--- config.mk ---
export PLATFORM = sky130hd
export DESIGN_NAME = cim_macro_seq
export DESIGN_NICKNAME = d
export VERILOG_FILES = /design/src/rtl/cim_pkg.sv /design/src/rtl/cim_col_adc.sv /design/src/rtl/cim_macro_seq.sv
export SDC_FILE = /design/constraint.sdc
export NUM_CORES = 1
export LEC_CHECK = 0
export BUFFER_PORTS_ARGS = -buffer_cell sky130_fd_sc_hd__buf_2
export CAP_MARGIN = 10
export CORE_MARGIN = 2
export CORE_UTILIZATION = 35
export CTS_BUF_LIST = sky130_fd_sc_hd__clkbuf_8
export DETAILED_ROUTE_END_ITERATION = 16
export GPL_TIMING_DRIVEN = 0
export PLACE_DENSITY = 0.59
export RECOVER_POWER = 100
export SYNTH_ARGS = -nofsm -noshare
export SYNTH_HDL_FRONTEND = slang
export SYNTH_HIERARCHICAL = 1
export SYNTH_SLANG_ARGS = --single-unit
--- constraint.sdc ---
create_clock -name CLK -period 6 [get_ports CLK]
set_input_delay 0.6 -clock CLK [delete_from_list [all_inputs] [get_ports CLK]]
set_output_delay 0.6 -clock CLK [all_outputs]
set_load 0.01 [all_outputs]
--- src/rtl/cim_pkg.sv ---
// Shared encodings for the compute-in-memory macro sequencer: request opcodes,
// sequencer states and the ADC saturation limit.
package cim_pkg;

  localparam logic [1:0] OP_WRITE = 2'd0;
  localparam logic [1:0] OP_READ  = 2'd1;
  localparam logic [1:0] OP_MAC   = 2'd2;
  localparam logic [1:0] OP_RSVD  = 2'd3;

  typedef enum logic [2:0] {
    S_IDLE,
    S_WR,
    S_PRE,
    S_EVAL,
    S_SENSE,
    S_DONE
  } state_e;

  // Largest code an ADC_BITS-wide converter can report.
  function automatic int sat_max(input int bits);
    return (1 << bits) - 1;
  endfunction

endpackage

--- src/rtl/cim_col_adc.sv ---
// One bitline column: counts rows where the stored bit and the activation are
// both set, then clamps the count to the ADC full-scale code.
module cim_col_adc
  import cim_pkg::*;
#(
  parameter int ROWS     = 16,
  parameter int ADC_BITS = 4
) (
  input  logic [ROWS-1:0]     col_bits,
  input  logic [ROWS-1:0]     act,
  output logic [ADC_BITS-1:0] code
);

  localparam int CW  = $clog2(ROWS + 1);
  localparam int LIM = sat_max(ADC_BITS);

  logic [CW-1:0] cnt;

  always_comb begin
    cnt = '0;
    for (int r = 0; r < ROWS; r++) begin
      cnt = cnt + CW'(col_bits[r] & act[r]);
    end
    // Clamp rather than truncate so a full column never wraps to a small code.
    if (int'(cnt) > LIM) code = ADC_BITS'(LIM);
    else                 code = ADC_BITS'(cnt);
  end

endmodule

--- src/rtl/cim_macro_seq.sv ---
// Request sequencer for the CIM bitcell macro: drives registered phase strobes,
// models the stored array and returns READ words or saturated MAC codes.
module cim_macro_seq
  import cim_pkg::*;
#(
  parameter int ROWS     = 16,
  parameter int COLS     = 16,
  parameter int ADC_BITS = 4,
  parameter int PRE_CYC  = 2,
  parameter int EVAL_CYC = 1,
  parameter int AW       = $clog2(ROWS)
) (
  input  logic                     CLK,
  input  logic                     RST,
  input  logic                     REQ_VALID,
  output logic                     REQ_READY,
  input  logic [1:0]               REQ_OP,
  input  logic [AW-1:0]            REQ_ADDR,
  input  logic [COLS-1:0]          REQ_DATA,
  input  logic [ROWS-1:0]          REQ_ACT,
  output logic                     RSP_VALID,
  input  logic                     RSP_READY,
  output logic                     RSP_ERR,
  output logic [COLS-1:0]          RSP_SA,
  output logic [COLS*ADC_BITS-1:0] RSP_ADC,
  output logic [ROWS-1:0]          WWL,
  output logic [ROWS-1:0]          RWL,
  output logic                     WE,
  output logic                     PRE_SRAM,
  output logic                     SAEN,
  output logic                     BUSY
);

  localparam int PW   = (PRE_CYC > EVAL_CYC) ? PRE_CYC : EVAL_CYC;
  localparam int CNTW = $clog2(PW + 1);

  typedef struct packed {
    logic [1:0]      op;
    logic [AW-1:0]   addr;
    logic [COLS-1:0] data;
    logic [ROWS-1:0] act;
  } req_t;

  state_e                    state_q, state_d;
  req_t                      req_q, req_d;
  logic [CNTW-1:0]           cnt_q, cnt_d;
  logic [ROWS-1:0][COLS-1:0] mem_q, mem_d;
  logic                      req_ready_q, req_ready_d;
  logic                      rsp_valid_q, rsp_valid_d;
  logic                      rsp_err_q, rsp_err_d;
  logic [COLS-1:0]           rsp_sa_q, rsp_sa_d;
  logic [COLS*ADC_BITS-1:0]  rsp_adc_q, rsp_adc_d;
  logic [ROWS-1:0]           wwl_q, wwl_d, rwl_q, rwl_d;
  logic                      we_q, we_d, pre_q, pre_d, saen_q, saen_d;
  logic                      busy_q, busy_d;
  logic                      bad;

  logic [COLS-1:0][ROWS-1:0]     col_bits;
  logic [COLS-1:0][ADC_BITS-1:0] codes;

  function automatic logic [ROWS-1:0] onehot(input logic [AW-1:0] a);
    return ROWS'(1) << a;
  endfunction

  for (genvar c = 0; c < COLS; c++) begin : g_col
    for (genvar r = 0; r < ROWS; r++) begin : g_row
      assign col_bits[c][r] = mem_q[r][c];
    end
    cim_col_adc #(
      .ROWS    (ROWS),
      .ADC_BITS(ADC_BITS)
    ) u_adc (
      .col_bits(col_bits[c]),
      .act     (req_q.act),
      .code    (codes[c])
    );
  end

  // Strobes are computed for the state being entered, so every pin is a flop.
  always_comb begin
    state_d     = state_q;
    req_d       = req_q;
    cnt_d       = cnt_q;
    mem_d       = mem_q;
    req_ready_d = 1'b0;
    rsp_valid_d = rsp_valid_q;
    rsp_err_d   = rsp_err_q;
    rsp_sa_d    = rsp_sa_q;
    rsp_adc_d   = rsp_adc_q;
    wwl_d       = '0;
    rwl_d       = '0;
    we_d        = 1'b0;
    pre_d       = 1'b0;
    saen_d      = 1'b0;
    bad         = 1'b0;
    unique case (state_q)
      S_IDLE: begin
        req_ready_d = 1'b1;
        if (REQ_VALID) begin
          req_ready_d = 1'b0;
          req_d       = '{op: REQ_OP, addr: REQ_ADDR, data: REQ_DATA, act: REQ_ACT};
          bad = (REQ_OP == OP_RSVD) || ((REQ_OP != OP_MAC) && (32'(REQ_ADDR) >= ROWS));
          if (bad) begin
            state_d     = S_DONE;
            rsp_valid_d = 1'b1;
            rsp_err_d   = 1'b1;
            rsp_sa_d    = '0;
            rsp_adc_d   = '0;
          end else if (REQ_OP == OP_WRITE) begin
            state_d = S_WR;
            we_d    = 1'b1;
            wwl_d   = onehot(REQ_ADDR);
          end else begin
            state_d = S_PRE;
            pre_d   = 1'b1;
            cnt_d   = CNTW'(PRE_CYC - 1);
          end
        end
      end
      S_WR: begin
        mem_d[req_q.addr] = req_q.data;
        state_d     = S_DONE;
        rsp_valid_d = 1'b1;
        rsp_err_d   = 1'b0;
        rsp_sa_d    = '0;
        rsp_adc_d   = '0;
      end
      S_PRE: begin
        if (cnt_q == '0) begin
          state_d = S_EVAL;
          rwl_d   = (req_q.op == OP_MAC) ? req_q.act : onehot(req_q.addr);
          cnt_d   = CNTW'(EVAL_CYC - 1);
        end else begin
          pre_d = 1'b1;
          cnt_d = cnt_q - CNTW'(1);
        end
      end
      S_EVAL: begin
        if (cnt_q == '0) begin
          state_d = S_SENSE;
          saen_d  = 1'b1;
        end else begin
          rwl_d = rwl_q;
          cnt_d = cnt_q - CNTW'(1);
        end
      end
      S_SENSE: begin
        state_d     = S_DONE;
        rsp_valid_d = 1'b1;
        rsp_err_d   = 1'b0;
        rsp_sa_d    = (req_q.op == OP_READ) ? mem_q[req_q.addr] : '0;
        rsp_adc_d   = (req_q.op == OP_MAC) ? codes : '0;
      end
      S_DONE: begin
        if (RSP_READY) begin
          state_d     = S_IDLE;
          rsp_valid_d = 1'b0;
          req_ready_d = 1'b1;
        end
      end
      default: state_d = S_IDLE;
    endcase
    busy_d = (state_d != S_IDLE);
  end

  always_ff @(posedge CLK) begin
    if (RST) begin
      state_q     <= S_IDLE;
      req_q       <= '0;
      cnt_q       <= '0;
      mem_q       <= '0;
      req_ready_q <= 1'b1;
      rsp_valid_q <= 1'b0;
      rsp_err_q   <= 1'b0;
      rsp_sa_q    <= '0;
      rsp_adc_q   <= '0;
      wwl_q       <= '0;
      rwl_q       <= '0;
      we_q        <= 1'b0;
      pre_q       <= 1'b0;
      saen_q      <= 1'b0;
      busy_q      <= 1'b0;
    end else begin
      state_q     <= state_d;
      req_q       <= req_d;
      cnt_q       <= cnt_d;
      mem_q       <= mem_d;
      req_ready_q <= req_ready_d;
      rsp_valid_q <= rsp_valid_d;
      rsp_err_q   <= rsp_err_d;
      rsp_sa_q    <= rsp_sa_d;
      rsp_adc_q   <= rsp_adc_d;
      wwl_q       <= wwl_d;
      rwl_q       <= rwl_d;
      we_q        <= we_d;
      pre_q       <= pre_d;
      saen_q      <= saen_d;
      busy_q      <= busy_d;
    end
  end

  assign REQ_READY = req_ready_q;
  assign RSP_VALID = rsp_valid_q;
  assign RSP_ERR   = rsp_err_q;
  assign RSP_SA    = rsp_sa_q;
  assign RSP_ADC   = rsp_adc_q;
  assign WWL       = wwl_q;
  assign RWL       = rwl_q;
  assign WE        = we_q;
  assign PRE_SRAM  = pre_q;
  assign SAEN      = saen_q;
  assign BUSY      = busy_q;

endmodule

==> results.yml, run 1 <==
routing:
  route.detailed.drc: 0
  postRouteAntennaNets: 0
  dr_total_vias: 21010
  drt_iter0_drc: 2104
  firstDrtPassIters: 5
  viasPerCell: 5.199
  routed_wl_um: 86610
  drt-wirelength-per-cell_um: 21.43
finish:
  mostFrequentLayoutCells: "nand2_1, dfxtp_1, a21oi_1"
  syn_to_final_growth_pct: 14.06
  fin_nets: 3342
  multi_input_area_mm2: 0.01438
  drive_above_1_share_pct: 8.360
  layout_commonest_cell: "nand2_1"
  regArea_mm2: 0.008368
  fin_area_mm2: 0.02763
  fillCellCount: 7064
logic_synthesis:
  synthMuxAreaShare_pct: 7.355
  synth_simple_gate_area_share_pct: 21.39
  synth-compound-area-share_pct: 12.78
  synth_fp_nets: 3103
  synth_top_area_share_pct: 34.55
  synth_top_family_by_area: "simple AND/OR/NAND/NOR gates"
  syn_inst: 2816
  ys_seq_area_share_pct: 34.55
  yosys_warnings: 6
  yosysTopAreaCell: "dfxtp_1"
  synth_area_leaders: "dfxtp_1, fa_1, nand2_1"
  ys.flop_type: "dfxtp_1"
  synth-async-reset-ratio_pct: 0
  synth_fa_ha_area_share_pct: 17.61
  synth-edff-count: 0
  ys_ff_latch: 418
  synth-xor-area-share_pct: 0.3616
  yosysUniqueCellTypes: 51
  syn_area_per_cell_um2: 8.602
  syn_area_mm2: 0.02422
clock_tree:
  htreeDepth: 3
  cts_tree: "yes"
  cts.sinks: 418
  post_cts_buffers: 0
  cts.path.max_buffers: 3
  cts_resized: 0
  cts_hold_buf: 0
  clk_pin_slew_ns: 0.06
  cts_root_buf: "clkbuf_8"
  clkLatencyLatePin_ns: 0.69
  numCtsBuffers: 78
die:
  die_width_um: 267.1
  io_pins: 161
  coreArea_mm2: 0.06859
  initial_core_util_pct: 35.32
  die_area_mm2: 0.07133
  fp.dieH_um: 267.1
  core.rowCount: 96
grt:
  grt_usage_pct: 24.24
  met2_usage_pct: 37.18
  busiest_layer: "met2"
  antenna_found_initial: 2
  grt.overflow.total: 0
  grt.met1_usage_pct: 33.40
  grt_pass1_vias: 19990
  use_met3_pct: 4.662
  grt_pass1_wl_um: 128200
  grt_start_max_net_pins: 19
critical_path:
  required_ns: 6.54
  r2r_end: "RSP_ADC[23]"
  startpoint_type: "flop"
  end_kind: "flop"
  r2r_start: "req_q[0]"
  r2r_setup_slack_ns: 0.81
  critPathLaunch: "req_q[0]"
  cp.arrival_ns: 5.73
  crit_fanout: 18
  setup.worst_path.end: "RSP_ADC[23]"
  critPathKind: "flop to flop"
  rr_worst_depth: 13
pwr:
  switchingPower_mw: 2.329
  power_frac_comb_pct: 15.1
  pwr-share-clk_pct: 42.5
  leakage_nw: 10.90
  p_sw_share_pct: 32.76
  powerDensity_mw_per_mm2: 257.4
  sequentialPowerShare_pct: 42.4
  irDropWorstVdd_uv: 151.9
  internal-power_mw: 4.782
timing:
  setup_violations: 0
  period_needed_ns: 5.189
  hold_viol: 0
  grt_setup_unrepaired: "no"
  fmax_mhz: 192.7
  timing.slew.headroom_pct: 10.17
  slew_viol_final: 0
  setup_tns_ns: 0
  fin_crit_sh_pct: 86.48
  finClkSkew_ns: 0.03102
  tightest_slew_ns: 1.346
flow_run:
  cap_violations: 0
placement:
  place_hpwl_um: 65330
  placed_area_mm2: 0.02618
  gp_congestion: 0.9214
  numPortBuffers: 159
run_status:
  status: "finished clean"
worst_hold_path:
  hp-class: "primary input to flop"
[cell usage after synthesis (13+ instances only)]
library cell and instances:
a211oi_1 18, a21o_1 49, a21oi_1 315, a22oi_1 64
a2bb2oi_1 16, a31oi_1 22, and2_1 177, buf_1 14
buf_2 26, clkbuf_1 138, dfxtp_1 418, fa_1 160
ha_1 85, inv_1 189, mux2i_1 34, mux4_2 64
nand2_1 726, nand2b_1 40, nand3_1 27, nor2_1 107
nor3_1 22, nor3b_1 13, o21ai_0 21
[critical path, stage by stage, from the launching register on]
cell and delay, ns:
dfxtp_1 1.21, and2_0 0.29, fa_1 0.42, inv_1 0.09, fa_1 0.43, fa_1 0.64, inv_1 0.08, fa_1 0.48
ha_1 0.24, fa_1 0.44, nor3b_1 0.20, a31oi_1 0.23, a22oi_1 0.22, nor2_1 0.06
[worst min-delay path by stage]
stage / startpoint / endpoint / slack [ns] / cells after the start
final: REQ_ACT[4] / req_q[4] / 0.15 / 3
after global routing: REQ_ACT[8] / req_q[8] / 0.16 / 3
after CTS: REQ_ACT[4] / req_q[4] / 0.11 / 3
after detailed placement: RWL[2] / RWL[2] / 0.45 / 2
after global placement: RWL[5] / RWL[5] / 0.44 / 2
after floorplan: col_bits[108] / col_bits[108] / 0.44 / 2
[routing by layer]
metal / vias up / part of all wire [%]
met5: - / 0
met2: 957 / 43
met4: 0 / 3.7
met3: 180 / 9.1
met1: 10110 / 44
li1: 9763 / -
[flip-flops by register name (all words and copies together), names as in the netlist]
| signal | cells |
|---|---|
| SAEN | 1 |
| RSP_ADC | 64 |
| RSP_VALID | 1 |
| req_q | 38 |
| RWL | 16 |
| WE | 1 |
| RSP_ERR | 1 |
| state_q | 3 |
| WWL | 16 |
| RSP_SA | 16 |
| cnt_q | 2 |
| PRE_SRAM | 1 |
| col_bits | 256 |
| REQ_READY | 1 |
| BUSY | 1 |
[power by group through the flow]
stage | combinational [mW] | clock [mW] | sequential, mW
2_1_floorplan | 0.655 | 0 | 2.97
3_3_place_gp | 1.07 | 0 | 3.06
3_5_place_dp | 1.07 | 0 | 3.07
4_1_cts | 1.08 | 3.06 | 3.01
5_1_grt | 1.14 | 3.18 | 3.01
6_report | 1.08 | 3.02 | 3.01
[stage by stage]
step | utilization (%) | hold WS, ns | power, mW | setup WS, ns | instances
6_report | 40.28 | 0.1521 | 7.111 | 0.8110 | 4042
5_1_grt | 40.28 | 0.1563 | 7.336 | 0.7008 | 4042
4_1_cts | 40.59 | 0.1080 | 7.146 | 0.9540 | 4041
3_5_place_dp | 38.18 | 0.4491 | 4.138 | 0.9964 | 3906
3_3_place_gp | 38.18 | 0.4411 | 4.139 | 1.002 | 3906
2_1_floorplan | - | 0.4415 | 3.623 | 1.944 | 2816
[cell families after synthesis]
kind of cell	Yosys count
multiplexers	98
adder cells (fa/ha/maj)	245
AO/OA/AOI/OAI	520
XOR/XNOR	10
AND/OR/NAND/NOR	1155
flip-flops	418
buffers and inverters	370
[area by class of cell]
class	count	area share (%)
repair buffers	159	2.337
flip-flops and latches	418	30.29
multi-input cells	2028	52.04
well taps	931	4.216
plain buffers	181	2.559
clock buffers	101	5.031
diodes	1	0.009057
clock inverters	34	0.9510
inverters	189	2.568
No activity file was read; power rests on OpenSTA's default activity.
==> run 2: changes to the inputs <==
Settings changed: PLACE_DENSITY 0.59 to 0.61.
Clock period 6 ns to 4.4 ns, I/O delays scaled along.
==> results.yml, run 2 (synthesized netlist as in run 1, its figures left out) <==
finish:
  syn_to_final_growth_pct: 15.37
  final_util_pct: 40.75
  mostFrequentLayoutCells: "nand2_1, dfxtp_1, a21oi_1"
  fin_cells: 4071
  fin_nets: 3373
  largest_reg_flops: 256
  layout_commonest_cell: "nand2_1"
  drive_above_1_share_pct: 9.181
placement:
  gp_congestion: 0.9305
  place_hpwl_um: 65370
  dpl.cell_count: 3906
  numPortBuffers: 159
  place_ws_ns: -0.5728
pwr:
  switchingPower_mw: 3.150
  internal-power_mw: 6.357
  power.total_mw: 9.507
  p_sw_share_pct: 33.13
  power_frac_comb_pct: 16.3
  powerDensity_mw_per_mm2: 340.2
  sequentialPowerShare_pct: 43.1
  leakage_nw: 11.00
  irDropWorstVdd_uv: 248.0
  pwr-share-clk_pct: 40.6
timing:
  grt_setup_unrepaired: "yes"
  timing.slew.headroom_pct: -2.529
  setup_violations: 0
  period_needed_ns: 4.329
  setup_slack_ns: 0.07055
  fmax_mhz: 231.0
  setup_tns_ns: 0
  hold_viol: 0
  finClkSkew_ns: 0.03295
  tightest_slew_ns: 1.526
  fin_crit_sh_pct: 98.40
  slew_viol_final: 8
die:
  coreArea_mm2: 0.06859
  io_pins: 161
  die_width_um: 267.1
  initial_core_util_pct: 35.32
  core.rowCount: 96
  fp.dieH_um: 267.1
  die_area_mm2: 0.07133
clock_tree:
  cts.path.max_buffers: 3
  cts.sinks: 418
  htreeDepth: 3
  cts_tree: "yes"
  clkLatencyLatePin_ns: 0.68
  clk_pin_slew_ns: 0.06
  numCtsBuffers: 78
  cts_root_buf: "clkbuf_8"
critical_path:
  max_stage_delay_ns: 0.59
  crit_slowest_cell: "fa_2"
  cp.arrival_ns: 4.86
  required_ns: 4.93
  end_kind: "flop"
  crit_fanout: 9
  path_cells: "buf_6, nand2_1, fa_1, inv_1, fa_2, inv_1, fa_1, inv_1, fa_1, ha_1, fa_2, a21o_1, nand2_1, nand2b_1, a22oi_1, nor2_1"
  critPathKind: "flop to flop"
  startpoint_type: "flop"
grt:
  grt_pass1_wl_um: 127300
  grt_usage_pct: 24.00
  grt_pass1_vias: 20370
  grt_start_max_net_pins: 19
  grt.overflow.total: 0
  antenna_found_initial: 2
routing:
  routed_wl_um: 86930
  dr_total_vias: 21240
  viasPerCell: 5.216
  firstDrtPassIters: 5
  route.detailed.drc: 0
  postRouteAntennaNets: 0
  drt_iter0_drc: 1960
  drt-wirelength-per-cell_um: 21.35
worst_hold_path:
  hp-class: "primary input to flop"
run_status:
  status: "finished, violations left"
  failed_checks: "capacitance limit, slew limit"
flow_run:
  cap_violations: 1
## run 2: cell types whose count changed in the layout (fill, tap and decap cells not counted), moves of 5 or more
cell and delta:
dlygate4sd3_1 +21, fa_1 -12, fa_2 +12, dfxtp_1 -10
clkinv_2 -9, dfxtp_4 +9, inv_1 +9, and2_0 -8
and2_1 +8, buf_4 +5, clkbuf_8 -5
## run 2: final timing paths
check	from	endpoint	slack, ns	depth (start not counted)
setup reg to reg	req_q[11]	RSP_ADC[24]	0.07	16
hold / removal	REQ_DATA[13]	req_q[29]	0.04	3
setup / recovery	req_q[11]	RSP_ADC[24]	0.07	16
hold reg to reg	RWL[15]	RWL[15]	0.45	2
## run 2: final cells by class
cell class | count | area [um2]
clock inverters | 35 | 222.7
fillers | 7049 | 40640
well taps | 931 | 1165
repair buffers | 190 | 965.9
clock buffers | 96 | 1321
flip-flops and latches | 418 | 8403
plain buffers | 181 | 698.2
inverters | 189 | 709.4
multi-input cells | 2028 | 14450
diodes | 3 | 7.507
## run 2: metrics by stage
stage / cell area [um2] / hold WS [ns]
global placement: 26180 / 0.4429
floorplan: 24220 / 0.4415
detailed placement: 26180 / 0.4473
finish: 27950 / 0.03948
global route: 27940 / 0.01989
CTS: 27990 / 0.0002785
## run 2: layer usage
metal	GRT usage [%]	routed length, um	vias up
met5	0	0	-
met4	10.66	4150	0
met3	5.425	8301	222
met2	37.08	37700	1037
met1	32.09	36790	10160
li1	-	-	9816
## run 2: power groups by stage
stage          sequential, mW  clock [mW]  combinational [mW]
2_1_floorplan            4.05           0               0.893
3_5_place_dp             4.18           0                1.45
5_1_grt                  4.10        4.09                1.63
6_report                 4.10        3.86                1.55
4_1_cts                  4.10        3.92                1.47
3_3_place_gp             4.17           0                1.45
## run 2: critical path, delay by kind of cell (launching register included)
kind / cells / cell delay, ns
and+or+nand+nor: 4 / 0.31
DFF: 1 / 0.45
adders and majority gates: 6 / 2.68
AOI/OAI and AO/OA: 2 / 0.35
buffers and inverters: 4 / 0.38
## run 2: repair_timing
| action | CTS | global route |
|---|---|---|
| endpoints found under the hold margin | 21 | 0 |
| hold buffers | 21 | 0 |
| gates cloned | 0 | 0 |
| setup endpoints to repair | 64 | 51 |
| gates resized for setup | 21 | 30 |
| buffers inserted | 0 | 10 |
| pin swaps | 0 | 2 |
